<file path="src/rtl/cv32e40p_x_result_fifo.sv">
// Registered result FIFO between the coprocessor result outputs and the core result inputs.
// Results stay in order, and no combinational path runs from m_ready_i to s_ready_o.
module cv32e40p_x_result_fifo #(
  parameter int unsigned DEPTH    = 4,
  parameter int unsigned ID_WIDTH = 4
) (
  input  logic                      clk_i,
  input  logic                      rst_ni,
  input  logic                      flush_i,
  input  logic                      s_valid_i,
  output logic                      s_ready_o,
  input  logic [ID_WIDTH-1:0]       s_id_i,
  input  logic [31:0]               s_data_i,
  input  logic [4:0]                s_rd_i,
  input  logic                      s_we_i,
  input  logic                      s_float_i,
  input  logic                      s_exc_i,
  input  logic [5:0]                s_exccode_i,
  output logic                      m_valid_o,
  input  logic                      m_ready_i,
  output logic [ID_WIDTH-1:0]       m_id_o,
  output logic [31:0]               m_data_o,
  output logic [4:0]                m_rd_o,
  output logic                      m_we_o,
  output logic                      m_float_o,
  output logic                      m_exc_o,
  output logic [5:0]                m_exccode_o,
  output logic [$clog2(DEPTH):0]    count_o
);

  localparam int unsigned PTR_W = $clog2(DEPTH);
  localparam int unsigned CNT_W = PTR_W + 1;
  localparam logic [CNT_W-1:0] FULL_CNT = CNT_W'(DEPTH);

  typedef struct packed {
    logic [ID_WIDTH-1:0] id;
    logic [31:0]         data;
    logic [4:0]          rd;
    logic                we;
    logic                fp;
    logic                exc;
    logic [5:0]          exccode;
  } entry_t;

  entry_t             mem [DEPTH];
  entry_t             s_entry;
  entry_t             head;
  logic [PTR_W-1:0]   wr_ptr;
  logic [PTR_W-1:0]   rd_ptr;
  logic [CNT_W-1:0]   count_q;
  logic               push;
  logic               pop;

  assign s_entry = '{id: s_id_i, data: s_data_i, rd: s_rd_i, we: s_we_i,
                     fp: s_float_i, exc: s_exc_i, exccode: s_exccode_i};

  // Both handshakes depend only on registered occupancy, plus flush on the input side.
  assign s_ready_o = (count_q != FULL_CNT) & ~flush_i;
  assign m_valid_o = (count_q != '0);
  assign push      = s_valid_i & s_ready_o;
  assign pop       = m_valid_o & m_ready_i;

  assign head        = mem[rd_ptr];
  assign m_id_o      = head.id;
  assign m_data_o    = head.data;
  assign m_rd_o      = head.rd;
  assign m_we_o      = head.we;
  assign m_float_o   = head.fp;
  assign m_exc_o     = head.exc;
  assign m_exccode_o = head.exccode;
  assign count_o     = count_q;

  always_ff @(posedge clk_i or negedge rst_ni) begin
    if (!rst_ni) begin
      wr_ptr  <= '0;
      rd_ptr  <= '0;
      count_q <= '0;
    end else if (flush_i) begin
      wr_ptr  <= '0;
      rd_ptr  <= '0;
      count_q <= '0;
    end else begin
      if (push) wr_ptr <= wr_ptr + PTR_W'(1);
      if (pop)  rd_ptr <= rd_ptr + PTR_W'(1);
      case ({push, pop})
        2'b10:   count_q <= count_q + CNT_W'(1);
        2'b01:   count_q <= count_q - CNT_W'(1);
        default: count_q <= count_q;
      endcase
    end
  end

  always_ff @(posedge clk_i or negedge rst_ni) begin
    if (!rst_ni) begin
      for (int unsigned i = 0; i < DEPTH; i++) mem[i] <= '0;
    end else if (push) begin
      mem[wr_ptr] <= s_entry;
    end
  end

  a_no_push_full: assert property (@(posedge clk_i) disable iff (!rst_ni)
    (count_q == FULL_CNT) |-> !push);
  a_no_pop_empty: assert property (@(posedge clk_i) disable iff (!rst_ni)
    (count_q == '0) |-> !pop);
  a_head_stable: assert property (@(posedge clk_i) disable iff (!rst_ni)
    (m_valid_o && !m_ready_i && !flush_i) |=> (m_valid_o && $stable(head)));
  a_count_range: assert property (@(posedge clk_i) disable iff (!rst_ni)
    count_q <= FULL_CNT);

endmodule
</file>
<file path="config.mk">
export PLATFORM = sky130hd
export DESIGN_NAME = cv32e40p_x_result_fifo
export DESIGN_NICKNAME = d
export VERILOG_FILES = /design/src/rtl/cv32e40p_x_result_fifo.sv
export SDC_FILE = /design/constraint.sdc
export NUM_CORES = 1
export LEC_CHECK = 0
export BUFFER_PORTS_ARGS = -buffer_cell sky130_fd_sc_hd__buf_4
export CORE_MARGIN = 2
export CORE_UTILIZATION = 53
export CTS_CLUSTER_DIAMETER = 50
export DETAILED_ROUTE_END_ITERATION = 10
export HOLD_SLACK_MARGIN = 0.1
export PLACE_DENSITY = 0.77
export SLEW_MARGIN = 25
export SYNTH_ARGS = -nofsm -noshare
export SYNTH_HDL_FRONTEND = slang
export SYNTH_SLANG_ARGS = --single-unit
</file>
<file path="constraint.sdc">
create_clock -name clk_i -period 1.9 [get_ports clk_i]
set_input_delay 0.095 -clock clk_i [delete_from_list [all_inputs] [get_ports clk_i]]
set_output_delay 0.095 -clock clk_i [all_outputs]
set_load 0.01 [all_outputs]
</file>
==> metrics <==
Seq/Total Area, Yosys=56.6%; Worst slew margin=48.9%; #FFs+latches synth=207; vias in the first global route=6,186; Gate power share=37.6%; HP Class=input port to asynchronous set/reset pin; CP Cell Sequence=buf_6, buf_16, mux4_2, buf_6; clk sink count=207; Max Used Layer=met4; # IOs=110; M1 WL=8.24 mm; average cell area after synthesis=17.2 µm²; setup TNS=-4.55 ns; failing checks=negative setup slack; Warnings, synthesis=0; Area contributors post-synth=dfrtp_1, mux2_2, mux4_2, mux2_1, buf_6; total routed wirelength=20.5 mm; Reg clk slew, reported paths=0.06 ns; Peak Freq=492 MHz; RSZ-0062 raised after global routing=true; row count=48; Net Count, Synth=593; CTS max path bufs=3; ANT cells=0; H-tree depth=1; peak supply drop=983 µV; Final Hold Fails=0; TritonCTS buffer count=25; fin cells=971; Netlist cell types=30; most instantiated cells after synthesis=dfrtp_1, mux2_2, mux4_2; met3 wire len=986 µm; Power Density=1600 nW/µm²; critical path data arrival time=1.94 ns; Least-Margin Pin Slew=0.764 ns; DIE AREA=18,300 µm²; RePlAce Congestion=0.794; drt first pass iters=4; die width=135 µm; most common cell in the synthesized netlist=dfrtp_1; CP most frequent cell=buf_6; Clk pwr share=23.1%; Avg WL per Cell=21.1 µm; net switching power=5.57 mW; ys async rst share=100%; final core utilization=71.5%; Met2 Routed Length=10.8 mm; part of the cycle the worst path needs=107%; die height=135 µm; core area=17,100 µm²; critical path type=flop to primary output; clock skew=0.0106 ns; first-pass GRT wire length=32.6 mm; Internal=14.0 mW; Design Power=19.6 mW; Required @ worst endpoint=1.80 ns; critical path's top delay family=multiplexers; final worst setup slack=-0.132 ns; GRT Resource Usage Total=23.1%; Port Buffers=109; Slowest-stage cell, CP=mux4_2; initial core utilization=53.6%; dpl hpwl=12.3 mm; Yosys top cell by area=dfrtp_1; Buffers & Inverters on Critical Path=3; predominant post-synthesis flop cell=dfrtp_1; crit path time final=2.03 ns; initial antenna violation count=0; Slew Viols, Final=0; Crit. End Element=primary output; switching share of power=28.5%; DRT iter0 DRCs=159; Lkg Pwr=5.46 nW; ANT nets after route=0; Worst Path Max Fanout=8; max-cap violations=0; Setup crit start kind=flop; synthesized instance count=533; nets=789; DR vias=5,415; CTS tree=done; Clk Tree Root Cell=clkbuf_16; Area Growth Syn to Fin=33.4%; number of flops mapped to enable cells by yosys=0; CP max stage delay=0.54 ns; DR vias/cell=5.58; cell area after synthesis=9150 µm²; Hold Slack=0.212 ns; status=finished with violations; count of final setup violators=50; drt drc=0; post-synth top area share=56.6%; placed insts=857; GRT overflow=0; part of the power in registers=39.3%; largest net degree at the start of global routing=50; share of cells above drive strength 1=57.5%; Worst-Skew Late Latency=0.51 ns
-- cells in the final DEF, fill, tap and decap left out, types with 2 or more instances in the layout --
| cell type | n |
|---|---|
| nor3_1 | 2 |
| clkbuf_8 | 2 |
| nand2_8 | 2 |
| mux4_2 | 50 |
| dfrtp_2 | 4 |
| dfrtp_1 | 202 |
| xnor2_1 | 2 |
| nand2_1 | 5 |
| clkbuf_16 | 26 |
| clkinvlp_4 | 3 |
| ha_1 | 4 |
| nor2_1 | 6 |
| mux2_2 | 176 |
| bufinv_16 | 2 |
| inv_1 | 3 |
| clkinv_2 | 6 |
| mux2_1 | 25 |
| clkbuf_1 | 5 |
| dlygate4sd3_1 | 55 |
| buf_16 | 6 |
| nand2_2 | 2 |
| inv_6 | 2 |
| buf_6 | 42 |
| buf_12 | 17 |
| buf_4 | 79 |
-- per-stage QoR --
step	cell area [µm²]	setup WS, ns
floorplan	9150	0.0514
global placement	10400	0.0469
detailed placement	10400	-0.0879
CTS	12100	-0.163
global route	12200	-0.191
finish	12200	-0.132
-- sequential cells by signal, summed over array words and instances (netlist names) --
signal	flops
mem	200
rd_ptr	2
count_o	3
wr_ptr	2
-- worst register-to-register path, cell delays in order (launching register included) --
cell and delay [ns]:
dfrtp_2 0.46, nor3b_4 0.34, nor2_8 0.05, buf_12 0.15, nand2_2 0.12, buf_12 0.23, mux2_2 0.37
-- metal layers --
metal | vias to the layer above | track usage (%)
met4 | 0 | 6.77
li1 | 2376 | -
met1 | 2868 | 28.7
met2 | 134 | 40.9
met5 | - | 0
met3 | 37 | 4.83
-- cell type report --
type | count | area (µm²)
multi-input combinational | 290 | 3770
inverter | 3 | 11.3
timing repair buffer | 202 | 2170
clock buffer | 31 | 658
fill | 1099 | 4850
sequential | 207 | 5190
clock inverter | 13 | 130
tap | 225 | 282
-- power groups by stage --
stage                     logic [mW]  registers (mW)  clock network [mW]
after floorplan                 4.21            7.32                   0
after global placement          6.22            7.46                   0
after detailed placement        6.47            7.73                   0
after CTS                       7.36            7.67                4.62
after global routing            7.86            7.95                4.82
final                           7.36            7.69                4.52
-- path summary, 6_finish.rpt --
check / slack (ns) / startpoint / endpoint / depth (start not counted)
setup / recovery: -0.13 / rd_ptr[0] / m_exccode_o[1] / 4
hold / removal: 0.21 / rst_ni / mem[12] / 3
setup reg to reg: 0.05 / count_o[0] / mem[190] / 6
hold reg to reg: 0.49 / mem[163] / mem[163] / 1
max in group asynchronous: 0.54 / rst_ni / mem[156] / 3
min in group clk_i: 0.37 / s_exccode_i[5] / mem[155] / 3
-- cell families after synthesis --
logic type,Yosys count,synth area share [%]
AO/OA/AOI/OAI,5,0.438
XOR/XNOR,4,0.383
adder cells (fa/ha/maj),5,0.766
buffers and inverters,36,2.79
flip-flops,207,56.6
multiplexers,252,37.2
AND/OR/NAND/NOR,24,1.85
-- repair_timing --
item	CTS	global route
pin swaps	1	4
setup endpoints to repair	51	114
hold buffers	56	0
setup buffers	7	1
gates cloned	5	1
hold endpoints to repair	414	0
resized for setup	51	8
(Power assumes the default switching activity.)
